===== src/rtl/relm_uart_ch.sv =====
// relm_uart_ch: UART channel for the ReLM push/pop I/O fabric.
//
// One push channel feeds a TX FIFO and serialiser; one pop channel returns a
// registered status word carrying the RX FIFO head, FIFO levels and sticky
// error flags. Frame format: start, 8 data bits LSB first, optional parity,
// one or two stop bits, each bit lasting DIV clocks.
//
// Ports:
//   clk         system clock
//   rst_n_in    asynchronous active-low reset
//   uart_in     serial RX line (asynchronous, idle high)
//   uart_out    serial TX line (idle high)
//   push_d      [WD] write strobe, [7:0] byte to transmit
//   push_retry  TX FIFO full; a strobed write this cycle is not accepted
//   pop_d       [WD-2] consume RX head, [WD-3] clear error flags
//   pop_q       [WD-1] tx_not_full, [WD-2] rx_valid, [WD-3] parity_err,
//               [WD-4] frame_err, [WD-5] overrun, [7:0] RX head byte
module relm_uart_ch #(
  parameter int unsigned WD     = 32,
  parameter int unsigned DIV    = 434,
  parameter int unsigned WAF    = 4,
  parameter int unsigned PARITY = 0,
  parameter int unsigned STOP2  = 0
) (
  input  logic        clk,
  input  logic        rst_n_in,
  input  logic        uart_in,
  output logic        uart_out,
  input  logic [WD:0] push_d,
  output logic        push_retry,
  input  logic [WD:0] pop_d,
  output logic [WD:0] pop_q
);

  localparam int unsigned Depth    = 2 ** WAF;
  localparam logic [15:0] BitCnt   = 16'(DIV - 1);
  localparam logic [15:0] HalfCnt  = 16'(DIV / 2 - 1);
  localparam logic        ParEn    = (PARITY != 0);
  localparam logic        ParOdd   = (PARITY == 1);
  localparam logic        Stop2    = (STOP2 != 0);
  localparam logic [WAF:0] FullXor = {1'b1, {WAF{1'b0}}};
  localparam logic [WD:0] StatusRst = {2'b01, {(WD - 1){1'b0}}};

  typedef enum logic [2:0] {TxIdle, TxStart, TxData, TxParity, TxStop} tx_state_e;
  typedef enum logic [2:0] {RxIdle, RxStart, RxData, RxParity, RxStop, RxBreak} rx_state_e;

  // Only the strobe, byte and the two control bits carry meaning.
  logic unused_bits;
  assign unused_bits = ^{push_d[WD-1:8], pop_d};

  // ---------------------------------------------------------------------------
  // TX FIFO
  // ---------------------------------------------------------------------------
  logic [7:0]   tx_mem_q [Depth];
  logic [WAF:0] tx_wr_ptr_q, tx_wr_ptr_d, tx_rd_ptr_q, tx_rd_ptr_d;
  logic         tx_full, tx_empty, tx_push, tx_pop;
  logic [7:0]   tx_head;

  assign tx_full    = (tx_wr_ptr_q ^ tx_rd_ptr_q) == FullXor;
  assign tx_empty   = tx_wr_ptr_q == tx_rd_ptr_q;
  assign tx_push    = push_d[WD] & ~tx_full;
  assign push_retry = tx_full;
  assign tx_head    = tx_mem_q[tx_rd_ptr_q[WAF-1:0]];

  always_comb begin
    tx_wr_ptr_d = tx_wr_ptr_q + {{WAF{1'b0}}, tx_push};
    tx_rd_ptr_d = tx_rd_ptr_q + {{WAF{1'b0}}, tx_pop};
  end

  always_ff @(posedge clk) begin
    if (tx_push) tx_mem_q[tx_wr_ptr_q[WAF-1:0]] <= push_d[7:0];
  end

  // ---------------------------------------------------------------------------
  // TX serialiser. uart_out is registered from the current state, so the line
  // follows the state by one clock; each bit still lasts exactly DIV clocks.
  // ---------------------------------------------------------------------------
  tx_state_e   tx_state_q, tx_state_d;
  logic [15:0] tx_cnt_q, tx_cnt_d;
  logic [2:0]  tx_bit_q, tx_bit_d;
  logic        tx_stop_q, tx_stop_d;
  logic [7:0]  tx_byte_q, tx_byte_d;
  logic        uart_out_q, uart_out_d;
  logic        tx_expire;

  assign tx_expire = tx_cnt_q == 16'd0;
  assign uart_out  = uart_out_q;

  always_comb begin
    tx_state_d = tx_state_q;
    tx_cnt_d   = tx_cnt_q;
    tx_bit_d   = tx_bit_q;
    tx_stop_d  = tx_stop_q;
    tx_byte_d  = tx_byte_q;
    tx_pop     = 1'b0;
    uart_out_d = 1'b1;
    if (tx_state_q != TxIdle && !tx_expire) tx_cnt_d = tx_cnt_q - 16'd1;
    unique case (tx_state_q)
      TxIdle: begin
        if (!tx_empty) begin
          tx_pop     = 1'b1;
          tx_byte_d  = tx_head;
          tx_cnt_d   = BitCnt;
          tx_state_d = TxStart;
        end
      end
      TxStart: begin
        uart_out_d = 1'b0;
        if (tx_expire) begin
          tx_cnt_d   = BitCnt;
          tx_bit_d   = 3'd0;
          tx_state_d = TxData;
        end
      end
      TxData: begin
        uart_out_d = tx_byte_q[tx_bit_q];
        if (tx_expire) begin
          tx_cnt_d  = BitCnt;
          tx_bit_d  = tx_bit_q + 3'd1;
          tx_stop_d = 1'b0;
          if (tx_bit_q == 3'd7) tx_state_d = ParEn ? TxParity : TxStop;
        end
      end
      TxParity: begin
        uart_out_d = ^tx_byte_q ^ ParOdd;
        if (tx_expire) begin
          tx_cnt_d   = BitCnt;
          tx_state_d = TxStop;
        end
      end
      TxStop: begin
        uart_out_d = 1'b1;
        if (tx_expire) begin
          if (Stop2 && !tx_stop_q) begin
            tx_stop_d = 1'b1;
            tx_cnt_d  = BitCnt;
          end else if (!tx_empty) begin
            // Back-to-back frame: no idle gap after the last stop bit.
            tx_pop     = 1'b1;
            tx_byte_d  = tx_head;
            tx_cnt_d   = BitCnt;
            tx_state_d = TxStart;
          end else begin
            tx_state_d = TxIdle;
          end
        end
      end
      default: tx_state_d = TxIdle;
    endcase
  end

  // ---------------------------------------------------------------------------
  // RX synchroniser and deserialiser
  // ---------------------------------------------------------------------------
  logic        rx_meta_q, rx_sync_q;
  rx_state_e   rx_state_q, rx_state_d;
  logic [15:0] rx_cnt_q, rx_cnt_d;
  logic [2:0]  rx_bit_q, rx_bit_d;
  logic [7:0]  rx_shift_q, rx_shift_d;
  logic        rx_expire, rx_done, perr_set, ferr_set;

  assign rx_expire = rx_cnt_q == 16'd0;

  always_comb begin
    rx_state_d = rx_state_q;
    rx_cnt_d   = rx_cnt_q;
    rx_bit_d   = rx_bit_q;
    rx_shift_d = rx_shift_q;
    rx_done    = 1'b0;
    perr_set   = 1'b0;
    ferr_set   = 1'b0;
    if (rx_state_q != RxIdle && rx_state_q != RxBreak && !rx_expire) begin
      rx_cnt_d = rx_cnt_q - 16'd1;
    end
    unique case (rx_state_q)
      RxIdle: begin
        if (!rx_sync_q) begin
          // Half a bit to land on the middle of the start bit.
          rx_cnt_d   = HalfCnt;
          rx_state_d = RxStart;
        end
      end
      RxStart: begin
        if (rx_expire) begin
          if (rx_sync_q) begin
            rx_state_d = RxIdle;
          end else begin
            rx_cnt_d   = BitCnt;
            rx_bit_d   = 3'd0;
            rx_state_d = RxData;
          end
        end
      end
      RxData: begin
        if (rx_expire) begin
          rx_shift_d = {rx_sync_q, rx_shift_q[7:1]};
          rx_cnt_d   = BitCnt;
          rx_bit_d   = rx_bit_q + 3'd1;
          if (rx_bit_q == 3'd7) rx_state_d = ParEn ? RxParity : RxStop;
        end
      end
      RxParity: begin
        if (rx_expire) begin
          perr_set   = rx_sync_q != (^rx_shift_q ^ ParOdd);
          rx_cnt_d   = BitCnt;
          rx_state_d = RxStop;
        end
      end
      RxStop: begin
        if (rx_expire) begin
          if (rx_sync_q) begin
            rx_done    = 1'b1;
            rx_state_d = RxIdle;
          end else begin
            ferr_set   = 1'b1;
            rx_state_d = RxBreak;
          end
        end
      end
      RxBreak: begin
        // Hold off until the line returns high so a break is one error.
        if (rx_sync_q) rx_state_d = RxIdle;
      end
      default: rx_state_d = RxIdle;
    endcase
  end

  // ---------------------------------------------------------------------------
  // RX FIFO and error flags
  // ---------------------------------------------------------------------------
  logic [7:0]   rx_mem_q [Depth];
  logic [WAF:0] rx_wr_ptr_q, rx_wr_ptr_d, rx_rd_ptr_q, rx_rd_ptr_d;
  logic         rx_full, rx_empty, rx_write, rx_pop, ovr_set, err_clr;
  logic [7:0]   rx_head;
  logic         perr_q, perr_d, ferr_q, ferr_d, ovr_q, ovr_d;

  assign rx_full  = (rx_wr_ptr_q ^ rx_rd_ptr_q) == FullXor;
  assign rx_empty = rx_wr_ptr_q == rx_rd_ptr_q;
  assign rx_head  = rx_mem_q[rx_rd_ptr_q[WAF-1:0]];
  assign rx_pop   = pop_d[WD-2] & ~rx_empty;
  // A read in the same cycle frees a slot, so a full FIFO can still take it.
  assign rx_write = rx_done & (~rx_full | rx_pop);
  assign ovr_set  = rx_done & rx_full & ~rx_pop;
  assign err_clr  = pop_d[WD-3];

  always_comb begin
    rx_wr_ptr_d = rx_wr_ptr_q + {{WAF{1'b0}}, rx_write};
    rx_rd_ptr_d = rx_rd_ptr_q + {{WAF{1'b0}}, rx_pop};
    // A new error in the same cycle as a clear stays set.
    perr_d      = perr_set | (perr_q & ~err_clr);
    ferr_d      = ferr_set | (ferr_q & ~err_clr);
    ovr_d       = ovr_set | (ovr_q & ~err_clr);
  end

  always_ff @(posedge clk) begin
    if (rx_write) rx_mem_q[rx_wr_ptr_q[WAF-1:0]] <= rx_shift_q;
  end

  // ---------------------------------------------------------------------------
  // Status word, built from registered state
  // ---------------------------------------------------------------------------
  logic [WD:0] status_q, status_d;

  assign pop_q = status_q;

  always_comb begin
    status_d        = '0;
    status_d[WD-1]  = ~tx_full;
    status_d[WD-2]  = ~rx_empty;
    status_d[WD-3]  = perr_q;
    status_d[WD-4]  = ferr_q;
    status_d[WD-5]  = ovr_q;
    status_d[7:0]   = rx_empty ? 8'h00 : rx_head;
  end

  // ---------------------------------------------------------------------------
  // State registers
  // ---------------------------------------------------------------------------
  always_ff @(posedge clk or negedge rst_n_in) begin
    if (!rst_n_in) begin
      tx_wr_ptr_q <= '0;
      tx_rd_ptr_q <= '0;
      tx_state_q  <= TxIdle;
      tx_cnt_q    <= '0;
      tx_bit_q    <= '0;
      tx_stop_q   <= 1'b0;
      tx_byte_q   <= '0;
      uart_out_q  <= 1'b1;
      rx_meta_q   <= 1'b1;
      rx_sync_q   <= 1'b1;
      rx_state_q  <= RxIdle;
      rx_cnt_q    <= '0;
      rx_bit_q    <= '0;
      rx_shift_q  <= '0;
      rx_wr_ptr_q <= '0;
      rx_rd_ptr_q <= '0;
      perr_q      <= 1'b0;
      ferr_q      <= 1'b0;
      ovr_q       <= 1'b0;
      status_q    <= StatusRst;
    end else begin
      tx_wr_ptr_q <= tx_wr_ptr_d;
      tx_rd_ptr_q <= tx_rd_ptr_d;
      tx_state_q  <= tx_state_d;
      tx_cnt_q    <= tx_cnt_d;
      tx_bit_q    <= tx_bit_d;
      tx_stop_q   <= tx_stop_d;
      tx_byte_q   <= tx_byte_d;
      uart_out_q  <= uart_out_d;
      rx_meta_q   <= uart_in;
      rx_sync_q   <= rx_meta_q;
      rx_state_q  <= rx_state_d;
      rx_cnt_q    <= rx_cnt_d;
      rx_bit_q    <= rx_bit_d;
      rx_shift_q  <= rx_shift_d;
      rx_wr_ptr_q <= rx_wr_ptr_d;
      rx_rd_ptr_q <= rx_rd_ptr_d;
      perr_q      <= perr_d;
      ferr_q      <= ferr_d;
      ovr_q       <= ovr_d;
      status_q    <= status_d;
    end
  end

endmodule


===== config.mk =====
export PLATFORM = sky130hd
export DESIGN_NAME = relm_uart_ch
export DESIGN_NICKNAME = d
export VERILOG_FILES = /design/src/rtl/relm_uart_ch.sv
export SDC_FILE = /design/constraint.sdc
export NUM_CORES = 1
export LEC_CHECK = 0
export BUFFER_PORTS_ARGS = -buffer_cell sky130_fd_sc_hd__buf_2
export CAP_MARGIN = 20
export CORE_MARGIN = 2
export CORE_UTILIZATION = 40
export CTS_BUF_LIST = sky130_fd_sc_hd__clkbuf_4 sky130_fd_sc_hd__clkbuf_8
export DETAILED_ROUTE_END_ITERATION = 6
export PLACE_DENSITY_LB_ADDON = 0.12
export SYNTH_ARGS = -nofsm -noshare
export SYNTH_HDL_FRONTEND = slang
export SYNTH_SLANG_ARGS = --single-unit

===== constraint.sdc =====
create_clock -name clk -period 3.1 [get_ports clk]
set_clock_uncertainty 0.1 [all_clocks]
set_input_delay 0.62 -clock clk [delete_from_list [all_inputs] [get_ports clk]]
set_output_delay 0.62 -clock clk [all_outputs]
set_load 0.01 [all_outputs]

## After elaboration in Yosys (flattened, before gate mapping)

Memory sizes are Yosys's and may differ from the RTL's.
Index checks and enable logic that the tools add are counted.

- Memory bits (writable): 256
- Word-level logic and storage cells: 162
- Bits in registers: 99
- Output and inout port bits: 35
- Memories: 2

- Reductions and logical operators: 24
- Muxes and demuxes: 58
- Add/subtract/negate cells: 8
- Order comparisons: 1
- Equal/unequal tests: 31
- Bitwise logic cells: 19

Memories:

| memory | words | width | read ports | clocked after Yosys merged registers in | write ports | RTL line | source |
|---|---|---|---|---|---|---|---|
| rx_mem_q | 16 | 8 | 1 | 0 | 1 | 231 | `logic [7:0] rx_mem_q [Depth];` |
| tx_mem_q | 16 | 8 | 1 | 0 | 1 | 54 | `logic [7:0] tx_mem_q [Depth];` |

Operators by type and width:

| cell | count |
|---|---|
| two-way mux 16 bit | 9 |
| one-hot mux 16 bit (3 select lines) | 2 |
| two-way mux 3 bit | 19 |
| zero test 16 bit | 2 |
| subtractor 16 x 1 -> 16 bit (second input constant) | 2 |
| inequality test 2 bit (second input constant) | 14 |
| two-way mux 8 bit | 3 |
| adder 5 x 1 -> 5 bit | 4 |
| one-hot mux 3 bit (6 select lines) | 1 |
| two-way mux 1 bit | 16 |
| one-hot mux 8 bit (2 select lines) | 1 |
| parity 8 bit | 2 |
| == test 3 bit (second input constant) | 5 |
| one-hot mux 3 bit (5 select lines) | 1 |
| == test 3 x 2 -> 1 bit (second input constant) | 4 |
| one-hot mux 3 bit (2 select lines) | 2 |
| == test 5 bit | 2 |
| == test 5 bit (second input constant) | 2 |
| XOR 5 bit | 2 |
| AND 1 bit | 8 |
| AND reduction 7 bit | 1 |
| adder 3 x 1 -> 3 bit (second input constant) | 2 |
| == test 3 x 1 -> 1 bit (second input constant) | 2 |
| zero test 3 bit | 2 |
| other kinds (19) | 33 |

## Logic depth before layout (Yosys ltp)

- Depth in word-level cells: 7
- Depth in mapped cells: 12
- Depth with buffers taken out: 11

## Least setup slack after synthesis

OpenSTA, ideal clock, no wires.

- Path kind: reg-to-reg
- Start: reg rx_cnt_q[0]
- End: mem rx_mem_q[1][0] (enable)
- Period minus slack after synthesis: 3389 ps
- Cell stages (with the launch flop): 8
- Buffers on the path: 0
- Path slack: -289 ps
- Data required time: 2630 ps
- Data arrival time: 2919 ps
- Cell sequence: dfrtp_1 inv_1 ha_1 or3b_2 or4_4 a2111oi_2 or4b_4 nor2_1

- Word-level cells in the longest chain between the ends: 6

RTL lines:

| what | RTL line | source |
|---|---|---|
| start, declared | 157 | `logic [15:0] rx_cnt_q, rx_cnt_d;` |
| start signal, assigned | 313 | `rx_cnt_q <= rx_cnt_d;` |
| zero test 16 bit | 162 | `assign rx_expire = rx_cnt_q == 16'd0;` |
| two-way mux 1 bit | 210 | `if (rx_expire) begin` |
| two-way mux 1 bit | 175 | `unique case (rx_state_q)` |
| AND 1 bit | 242 | `assign rx_write = rx_done & (~rx_full \| rx_pop);` |
| two-way mux 1 bit | 256 | `if (rx_write) rx_mem_q[rx_wr_ptr_q[WAF-1:0]] <= rx_shift_q;` |
| two-way mux 1 bit (implied by the code) | 256 |  |
| end, declared | 231 |  |

No other way between the ends.

## Worst setup path after layout

- Start: reg rx_cnt_q[0]
- End: mem rx_mem_q[0][4] (enable)

Same word-level chain as after synthesis.

==> results.py <==
metrics = {
    "outcome": {
        "status": "finished, final reports clean",
    },
    "synthesis": {
        "avgSynthCellArea_um2": 16.3,
        "yosysWarnings": 0,
        "async_flop_share": 0.279,
        "synth_seq_area_share": 0.682,
        "netlist_instances": 917,
        "syn-cell-area_um2": 14900,
        "synth_flop_cell": "edfxtp_1",
        "synth_edf_count": 256,
        "ys_top_cells_by_area": "edfxtp_1, dfrtp_1, mux4_2",
        "yosys.area.top_type": "edfxtp_1",
        "yosys.area.top_type_share": 0.515,
        "ys_ff_latch": 355,
        "ys_types": 63,
    },
    "timing": {
        "rsz0062_at_grt": "yes",
        "layout_min_cycle_time_ps": 3050,
        "max_slew_margin": 0.561,
        "drv_slew": 0,
        "hold_viol": 0,
        "worstMarginPinSlew_ps": 654,
        "setup_violations": 0,
        "finalCritPeriodShare": 0.983,
        "fmax_ghz": 0.328,
    },
    "drt": {
        "vias": 7952,
        "firstDrtPassIters": 4,
        "drtIter0Drc": 308,
        "drc": 0,
        "routed_wl_um": 29900,
        "drtAntennaViolNets": 0,
        "wire_per_inst_um": 19.2,
        "viasPerCell": 5.11,
    },
    "setup_path": {
        "critPathMaxFanout": 8,
        "rr_worst_depth": 8,
        "cp-start-kind": "register",
        "arrival_ps": 3290,
        "timing.rr.start": "rx_cnt_q[0]$_DFF_PN0_",
        "end_kind": "register",
        "path_class": "register to register",
        "r2r_setup_slack_ps": 50,
        "cp.required_ps": 3340,
        "regToRegEndpoint": "rx_mem_q[0][4]$_DFFE_PP_",
    },
    "worst_hold_path": {
        "hold_path_depth": 2,
        "min_to": "ferr_q$_DFF_PN0_",
        "hold_class": "input port to register",
        "hp-start": "pop_d[29]",
    },
    "clock_tree": {
        "clock_latency_ps": 640,
        "clkTransAtPathRegs_ps": 60,
        "clk_path_buf_depth": 3,
        "cts_buffers": 59,
        "cts.sinks": 355,
        "htreeDepth": 2,
        "clock-root-buffer": "clkbuf_8",
        "cts_tree": "done",
    },
    "floorplanning": {
        "num_rows": 70,
        "floorplan.initialDensity": 0.406,
        "die_area_um2": 38900,
        "io-pin-count": 104,
        "dieWidth_um": 197,
        "core_um2": 36700,
        "die_h_um": 197,
    },
    "global_route": {
        "grt_max_degree": 44,
        "grt_pass1_wl_um": 48200,
        "met3_usage": 0.0360,
        "grt_util_met2": 0.275,
        "antenna_found_initial": 0,
        "grt_pass1_vias": 8329,
        "met1_usage": 0.211,
        "overflow": 0,
        "track_usage": 0.163,
        "grt_busiest_layer": "met2",
    },
    "place": {
        "place_inst": 1438,
        "place.gp.congestion": 0.749,
        "dpl.hpwl_um": 19000,
        "port_buffers": 28,
    },
    "cells_and_area": {
        "fin_nets": 1122,
        "final_cell_mix": "edfxtp_1, dfrtp_1, mux4_2, buf_4, clkbuf_8",
        "stdcell_count": 1556,
        "syn_to_final_growth_pct": 17.2,
        "layout_commonest_cell": "edfxtp_1",
        "antenna_cells": 0,
        "drive_gt1_frac": 0.301,
    },
    "power_and_ir_drop": {
        "power_mw": 13.3,
        "power.density_nw_per_um2": 763,
        "ir_drop_uv": 366,
        "p_leak_nw": 6.59,
    },
    "run": {
        "drv_cap": 0,
    },
}
## logic make-up after synthesis
group           share of synthesized area
mux                                 0.129
buf+inv                            0.0248
simple gates                       0.0855
compound gates                     0.0316
flops                               0.682
other cells                      0.000251
fa+ha+maj                          0.0134
xor+xnor                           0.0341
## worst max-delay path: stages, from the launching register on
cell       delay, ps
dfrtp_1          380
inv_2             90
ha_4             120
or3b_4           370
or4_4            550
a2111oi_4        220
or4b_4           590
nor3_4           170
buf_12           160
## worst max-delay path by stage
| stage | slack (ps) | start | cells past startpoint | to |
|---|---|---|---|---|
| floorplan | -60 | rx_cnt_q[0]$_DFF_PN0_ | 7 | rx_mem_q[0][0]$_DFFE_PP_ |
| global placement | -50 | rx_cnt_q[1]$_DFF_PN0_ | 8 | rx_mem_q[0][6]$_DFFE_PP_ |
| detailed placement | -50 | rx_cnt_q[0]$_DFF_PN0_ | 8 | rx_mem_q[0][0]$_DFFE_PP_ |
| CTS | -70 | rx_cnt_q[0]$_DFF_PN0_ | 8 | rx_mem_q[0][4]$_DFFE_PP_ |
| global route | -30 | rx_cnt_q[0]$_DFF_PN0_ | 8 | rx_mem_q[0][4]$_DFFE_PP_ |
| finish | 50 | rx_cnt_q[0]$_DFF_PN0_ | 8 | rx_mem_q[0][4]$_DFFE_PP_ |
## per-layer routing
metal  share of wire  vias up
li1                -     3761
met1            0.45     4008
met2            0.50      133
met3           0.039       50
met4           0.020        0
met5               0        -
## synth_stat cells, types with 20 or more instances
cell,instances
edfxtp_1,256
dfrtp_1,95
mux4_2,74
nor2_1,69
clkbuf_1,36
xnor2_1,36
nand2_1,31
nand3_1,29
xor2_1,22
nor3_1,21
buf_4,20
nor2b_1,20
## report_power, final
part | total [mW] | switching (mW) | internal (mW)
sequential | 5.82 | 0.307 | 5.51
combinational | 3.00 | 1.56 | 1.44
clock | 4.52 | 1.89 | 2.63
## final cells by class
type,instances,area [um^2]
inverter,12,45.0
tap,468,586
clock inverter,26,259
timing repair buffer,106,833
sequential,355,10200
multi-input combinational,503,4530
clock buffer,86,1060
fill,3144,19200
## stage by stage
step | worst slack, ps | area, um^2 | hold WS [ps] | TNS [ps] | utilization
2_1_floorplan | -56.9 | 15000 | 224 | -455 | -
3_3_place_gp | -53.7 | 16100 | 246 | -474 | 0.438
3_5_place_dp | -54.0 | 16100 | 247 | -470 | 0.438
4_1_cts | -73.9 | 17500 | 73.1 | -499 | 0.476
5_1_grt | -33.3 | 17500 | 86.1 | -189 | 0.477
6_report | 52.8 | 17500 | 134 | 0 | 0.477
## sequential cells by signal (all words and copies together) (netlist names), 8 cells and up
register,cells
pop_q,13
rx_cnt_q,16
rx_mem_q,128
rx_shift_q,8
tx_byte_q,8
tx_cnt_q,16
tx_mem_q,128
## what timing repair did
item	CTS	global route
hold buffers	2	0
pin swaps	3	6
endpoints found under the hold margin	37	0
setup endpoints to repair	32	129
gates resized for setup	0	6
setup buffers	3	2
(Power assumes the default switching activity.)
